--- src/rtl/mem_stage_lsu.sv ---
// mem_stage_lsu: MEM-stage load/store unit with bus handshake, timeout and MEM/WB register
module mem_stage_lsu #(
  parameter int TIMEOUT = 16
) (
  input  logic        clk,
  input  logic        rst_n,
  input  logic        regwritem,
  input  logic        memtoregm,
  input  logic        memwritem,
  input  logic [31:0] aluoutm,
  input  logic [31:0] writedatam,
  input  logic [4:0]  writeregm,
  input  logic [31:0] pcplus4m,
  input  logic        jumplinkm,
  input  logic [1:0]  memsizem,
  input  logic        memsignedm,
  output logic        dmem_req,
  output logic        dmem_we,
  output logic [31:0] dmem_addr,
  output logic [31:0] dmem_wdata,
  output logic [3:0]  dmem_be,
  input  logic [31:0] dmem_rdata,
  input  logic        dmem_ready,
  output logic        stallm,
  output logic        regwritew,
  output logic        memtoregw,
  output logic        jumplinkw,
  output logic [31:0] aluoutw,
  output logic [31:0] readdataw,
  output logic [31:0] pcplus4w,
  output logic [4:0]  writeregw,
  output logic        misalignw,
  output logic        buserrw
);
  typedef enum logic {IDLE, WAIT} state_t;
  state_t state, state_nx;
  logic [7:0] wait_cnt, wait_cnt_nx;
  logic [1:0] a;
  logic is_byte, is_half, memop, misaligned, timeout, buserr, ld_done;
  logic [7:0] lb;
  logic [15:0] lh;
  logic [31:0] ld_fmt;
  assign a = aluoutm[1:0];
  assign is_byte = memsizem == 2'b00;
  assign is_half = memsizem == 2'b01;
  assign memop = memtoregm | memwritem;
  assign misaligned = is_half ? a[0] : (!is_byte && a != 2'b00);
  assign dmem_req = rst_n & memop & ~misaligned;
  assign dmem_we = memwritem & dmem_req;
  assign dmem_addr = {aluoutm[31:2], 2'b00};
  assign dmem_wdata = is_byte ? {4{writedatam[7:0]}} : is_half ? {2{writedatam[15:0]}} : writedatam;
  assign dmem_be = !dmem_req ? 4'b0000 : is_byte ? 4'b0001 << a : is_half ? (a[1] ? 4'b1100 : 4'b0011) : 4'b1111;
  assign timeout = wait_cnt == 8'(TIMEOUT - 1);
  assign buserr = timeout & ~dmem_ready;
  assign ld_done = memtoregm & dmem_req & dmem_ready;
  assign lb = dmem_rdata[{a, 3'b000} +: 8];
  assign lh = dmem_rdata[{a[1], 4'b0000} +: 16];
  assign ld_fmt = is_byte ? {{24{memsignedm & lb[7]}}, lb} : is_half ? {{16{memsignedm & lh[15]}}, lh} : dmem_rdata;
  // FSM state and wait counter register; reset abandons any pending access
  always_ff @(posedge clk) begin
    if (!rst_n) begin
      state <= IDLE;
      wait_cnt <= 8'd0;
    end else begin
      state <= state_nx;
      wait_cnt <= wait_cnt_nx;
    end
  end
  // Next state: enter WAIT on an unanswered request, leave on ready or timeout
  always_comb begin
    state_nx = state == IDLE ? ((dmem_req & ~dmem_ready) ? WAIT : IDLE) : (stallm ? WAIT : IDLE);
  end
  // FSM outputs: stall while waiting short of timeout, count cycles spent in WAIT
  always_comb begin
    stallm = dmem_req & ~dmem_ready & ~timeout;
    wait_cnt_nx = state_nx == WAIT ? wait_cnt + 8'd1 : 8'd0;
  end
  // MEM/WB register: bubble on stall (data held), otherwise capture the completed instruction
  always_ff @(posedge clk) begin
    if (!rst_n) begin
      {regwritew, memtoregw, jumplinkw, misalignw, buserrw} <= 5'b0;
      aluoutw <= 32'd0;
      readdataw <= 32'd0;
      pcplus4w <= 32'd0;
      writeregw <= 5'd0;
    end else if (stallm) begin
      {regwritew, memtoregw, jumplinkw, misalignw, buserrw} <= 5'b0;
    end else begin
      regwritew <= regwritem & ~(memop & misaligned) & ~buserr;
      memtoregw <= memtoregm;
      jumplinkw <= jumplinkm;
      misalignw <= memop & misaligned;
      buserrw <= buserr;
      aluoutw <= aluoutm;
      readdataw <= ld_done ? ld_fmt : 32'd0;
      pcplus4w <= pcplus4m;
      writeregw <= writeregm;
    end
  end
endmodule

--- config.mk ---
export PLATFORM = sky130hd
export DESIGN_NAME = mem_stage_lsu
export DESIGN_NICKNAME = d
export VERILOG_FILES = /design/src/rtl/mem_stage_lsu.sv
export SDC_FILE = /design/constraint.sdc
export NUM_CORES = 1
export LEC_CHECK = 0
export ABC_AREA = 1
export CAP_MARGIN = 40
export CORE_AREA = 2 2 124 126
export CTS_CLUSTER_DIAMETER = 60
export DETAILED_ROUTE_END_ITERATION = 8
export DIE_AREA = 0 0 126 128
export GPL_ROUTABILITY_DRIVEN = 0
export PLACE_DENSITY = 0.79
export SYNTH_ARGS = -nofsm -noshare
export SYNTH_HDL_FRONTEND = slang
export SYNTH_SLANG_ARGS = --single-unit
--- constraint.sdc ---
create_clock -name clk -period 1.8 [get_ports clk]
set_input_delay 0.27 -clock clk [delete_from_list [all_inputs] [get_ports clk]]
set_output_delay 0.27 -clock clk [all_outputs]
set_load 0.03 [all_outputs]
Yosys cells after proc, flatten, opt, wreduce, memory -nomap -nowiden
Index checks and enable logic that the tools add are counted.

storage, ports and cells
  register bits = 115
  input port bits = 143
  output and inout bits = 177
  word-level logic and storage cells = 56

cells by class
  bitwise operators = 20
  mux-type cells = 13
  $add $sub $neg = 1
  shift operators = 3
  reductions and logical operators = 6
  equal/unequal tests = 2

operator list
  kind                   number
  $mux W32               5
  $shiftx A32 B6 Y16     1
  $shiftx A32 B6 Y8      1
  $mux W4                4
  $and A1 B1 Y1          13
  $add A8 B1 Y8 const B  1
  $eq A8 B4 Y1 const B   1
  $not A1 Y1             6
  $mux W1                4
  $shl A1 B2 Y4 const A  1
  $eq A2 B1 Y1 const B   1
  $logic_not A2 Y1       1
  $reduce_and A2 Y1      1
  $reduce_bool A2 Y1     1
  $reduce_or A2 Y1       1
  $logic_and A1 B1 Y1    1
  $logic_not A1 Y1       1
  $or A1 B1 Y1           1

Longest topological paths before layout
  word-level depth = 11
  depth in mapped cells = 12
  gate-level depth less buffers = 9

Worst setup path before layout
Ideal clock, no wire load.

  kind = input to output
  from = input memsizem[1]
  to = output dmem_wdata[10]
  path buffers = 2
  data arrival time = 1,581 ps
  slack = -51 ps
  stages on the path = 6
  data required time = 1,530 ps
  cell sequence = buf_4 -> inv_4 -> nand2_2 -> inv_1 -> clkbuf_1 -> o21ai_0

on the way
  cells in the longest elaborated chain, start to end = 2

ends and longest elaborated chain
  element           RTL line  text
  start, declared   15        input logic [1:0] memsizem,
  $logic_not A2 Y1  44        assign is_byte = memsizem == 2'b00;
  $mux W32          51        assign dmem_wdata = is_byte ? {4{writedatam[7:0]}} : is_half ? {2{writedatam[15:0]}} : writedatam;
  end, declared     20        output logic [31:0] dmem_wdata,

No other way between the ends.

Worst setup path after layout
  from = register wait_cnt[0]
  to = output stallm

on the way
  cells in the longest elaborated chain, start to end = 3

ends and longest elaborated chain
  element                 RTL line  text
  start, declared         37        logic [7:0] wait_cnt, wait_cnt_nx;
  start signal, assigned  66        wait_cnt <= wait_cnt_nx;
  $eq A8 B4 Y1            53        assign timeout = wait_cnt == 8'(TIMEOUT - 1);
  $not A1 Y1              75        stallm = dmem_req & ~dmem_ready & ~timeout;
  $and A1 B1 Y1           75
  end, declared           24        output logic stallm,

No other way between the ends.

==> metrics.txt <==
Max clock buf depth 2; Routed Antenna Nets 0; r2r setup slk 160 ps; hold_buf cts 0; WP data arrival 1500 ps; H-tree levels 4; met1 wire length 8900 µm; met3 routed WL 1370 µm; Max-cap violations 0; initial antenna violation count 1; Num CTS Buffers 17; Netlist cell types 28; Worst Hold End buserrw; CP startpoint kind register; Worst-path clk slew 60 ps; DRT Wirelength 20400 µm; total gr overflow 0; Syn. warnings 0; Clock Latency Late Sink 410 ps; outcome complete, no violations; port bufs 317; CP Cell Sequence ha_4, nand3_4, nor2_4, nand3_2, nand2_4, inv_6, buf_8; DIE AREA 16100 µm²; nets@finish 1279; # clock sinks roughly 120; largest net degree at the start of global routing 71; slew margin rel. 61.8%; metal2 WL 9830 µm; biggest area consumer among synthesized cells dfxtp_1; top_reg_cell synth dfxtp_1; setup violators final 0; crit-path max FO 4; hold slack 137 ps; 1st-iter DRT viols 441; Area growth, synth to finish 72.1%; Vias around 6200; number of synthesized flops with an enable pin 0; Tmin final 1770 ps; IO Pins 320; Max Clock Skew between 10 and 15 ps; Power Density 806 nW/µm²; die extent in x 126 µm; Worst-Margin Slew 573 ps; Top Layer Used met4; hpwl dp 15300 µm; leakage power roughly 4.4 nW; core area 14900 µm²; Multi-input gate area 2560 µm²; fmax ~570 MHz; Mapped Cells 817; post-synth top area share 42.0%; #FFs+latches synth 115; share of layout cells above drive strength 1 13.6%; worst r2r dst misalignw; top cells by area, synth dfxtp_1 42%, nand2_1 23%, nand3_1 12%; DR vias/cell 4.66; R2R depth 9; post-synthesis cell area between 5000 and 6000 µm²; Final Power approximately 7.6 mW; final hold vios 0; drt wl/cell between 15 and 20 µm; HP Class primary input to register; sequential area share after synthesis roughly two fifths; Initial Util 36.9%; hold_sp rst_n; Crit. path cell count 7; drt drc 0; Hold Path Cell Cnt 3; final setup margin 31.1 ps; final worst-path cycle share 98.3%; syn avg cell area 6.71 µm²; Reg area 2300 µm²; pre-CTS setup slack -195 ps; Root Driver clkbuf_16; number of cells after detailed placement 1291; FP Rows 45; CP max-delay cell dfxtp_2; Chip Height 128 µm; Worst Path Buf+Inv 2; DRT Pass-1 Iters 5; vias in the first global route 5776; maximum VDD drop 0.684 mV; Reg-to-Reg Start wait_cnt[0]; RSZ-0062 raised after global routing true; Crit Path Class register to output port; CP Data Required Time roughly 1500 ps; ys async rst share 0%; Final Slew Violations 0; CTS tree built; first-pass GRT wire length about 30000 µm; Layout fillers 1310; Tot GR Track Use 24.1%; critical path endpoint category output port; CP max stage delay 360 ps; Top Family by Delay on Critical Path simple AND/OR/NAND/NOR gates; Critical Path Source wait_cnt[0]; Final Non-Filler Cells 1336
==> layer usage <==
metal	GRT usage (%)	vias up
li1	-	3164
met1	31.7	2825
met2	38.3	216
met3	6.47	20
met4	8.08	0
met5	0	-
==> cells in the mapped netlist (all sizes together) (3+ instances only) <==
library cell / number
dfxtp: 115
nor2: 73
inv: 39
clkbuf: 19
nand4: 3
xnor2: 3
a21oi: 10
nand3: 130
nand2: 336
o211ai: 7
o21ai: 11
buf: 65
==> report_power, final <==
group / internal, mW / switching [mW]
combinational: 0.862 / 1.05
clock: 1.75 / 1.18
sequential: 2.69 / 0.0718
total: 5.30 / 2.31
==> flip-flops by register name (all words and copies together) (netlist names) <==
| register | flops |
|---|---|
| state | 1 |
| writeregw | 5 |
| memtoregw | 1 |
| wait_cnt | 8 |
| regwritew | 1 |
| aluoutw | 32 |
| jumplinkw | 1 |
| readdataw | 32 |
| buserrw | 1 |
| misalignw | 1 |
| pcplus4w | 32 |
==> cells by family (layout without fill, tap and decap cells) <==
kind of cell / count (synthesis) / count (layout) / share of synthesized area [%]
AND/OR/NAND/NOR: 544 / 544 / 41.2
XOR/XNOR: 5 / 5 / 0.799
other: 1 / 3 / 0.0684
AO/OA/AOI/OAI: 28 / 28 / 2.88
flip-flops: 115 / 115 / 42.0
buffers and inverters: 123 / 452 / 12.8
adder cells (fa/ha/maj): 1 / 1 / 0.228
==> cell type report <==
cell class | instances | area share, %
Timing Repair Buffer | 381 | 38.7
Antenna cell | 1 | 0.0265
Clock buffer | 19 | 4.59
Clock inverter | 12 | 0.915
Sequential cell | 115 | 24.4
Multi-Input combinational cell | 580 | 27.1
Timing Repair inverter | 1 | 0.0795
Inverter | 39 | 1.70
Tap cell | 188 | 2.49
==> worst max path at each step <==
stage,endpoint
after detailed placement,dmem_wdata[26]
after global placement,dmem_wdata[26]
after CTS,stallm
after floorplan,dmem_wdata[10]
final,stallm
after global routing,stallm
==> what timing repair did <==
action	in CTS	in global routing
setup endpoints to repair	23	17
setup buffers	4	7
gates resized for setup	29	5
gates cloned	1	1
pin swaps	6	5
==> worst reg2reg max path, delay by kind of cell (launching register included) <==
kind / cells / cell delay [ps]
DFF: 1 / 360
adders and majority gates: 1 / 160
buffers and inverters: 2 / 350
and+or+nand+nor: 6 / 710
==> cell usage in the layout (no fill, tap or decap), types with 3 or more instances in the layout <==
cell / synthesis / routed
nand3_1: 130 / 128
o211ai_1: 7 / 7
clkinvlp_4: 0 / 5
nand4_1: 3 / 3
nand2_2: 4 / 4
xnor2_1: 3 / 3
clkbuf_16: 0 / 18
clkdlybuf4s50_1: 0 / 279
nor2_1: 71 / 68
o21ai_0: 10 / 9
clkinv_4: 0 / 3
buf_12: 0 / 3
inv_1: 34 / 32
nand2_4: 3 / 4
nor2_4: 1 / 3
dfxtp_1: 115 / 113
inv_6: 0 / 3
clkinv_2: 0 / 4
dlygate4sd2_1: 0 / 5
buf_4: 41 / 89
inv_2: 3 / 3
nand2_1: 329 / 328
a21oi_1: 10 / 7
==> per-stage QoR <==
| step | instance area (µm²) | TNS (ps) | util [%] |
|---|---|---|---|
| 4_1_cts | 9340 | -18.4 | 62.8 |
| 3_3_place_gp | 8700 | -11440 | 58.5 |
| 2_1_floorplan | 5490 | -354 | - |
| 5_1_grt | 9440 | -59.4 | 63.5 |
| 6_report | 9440 | 0 | 63.5 |
| 3_5_place_dp | 8700 | -15260 | 58.5 |
No activity file was read; power rests on OpenSTA's default activity.
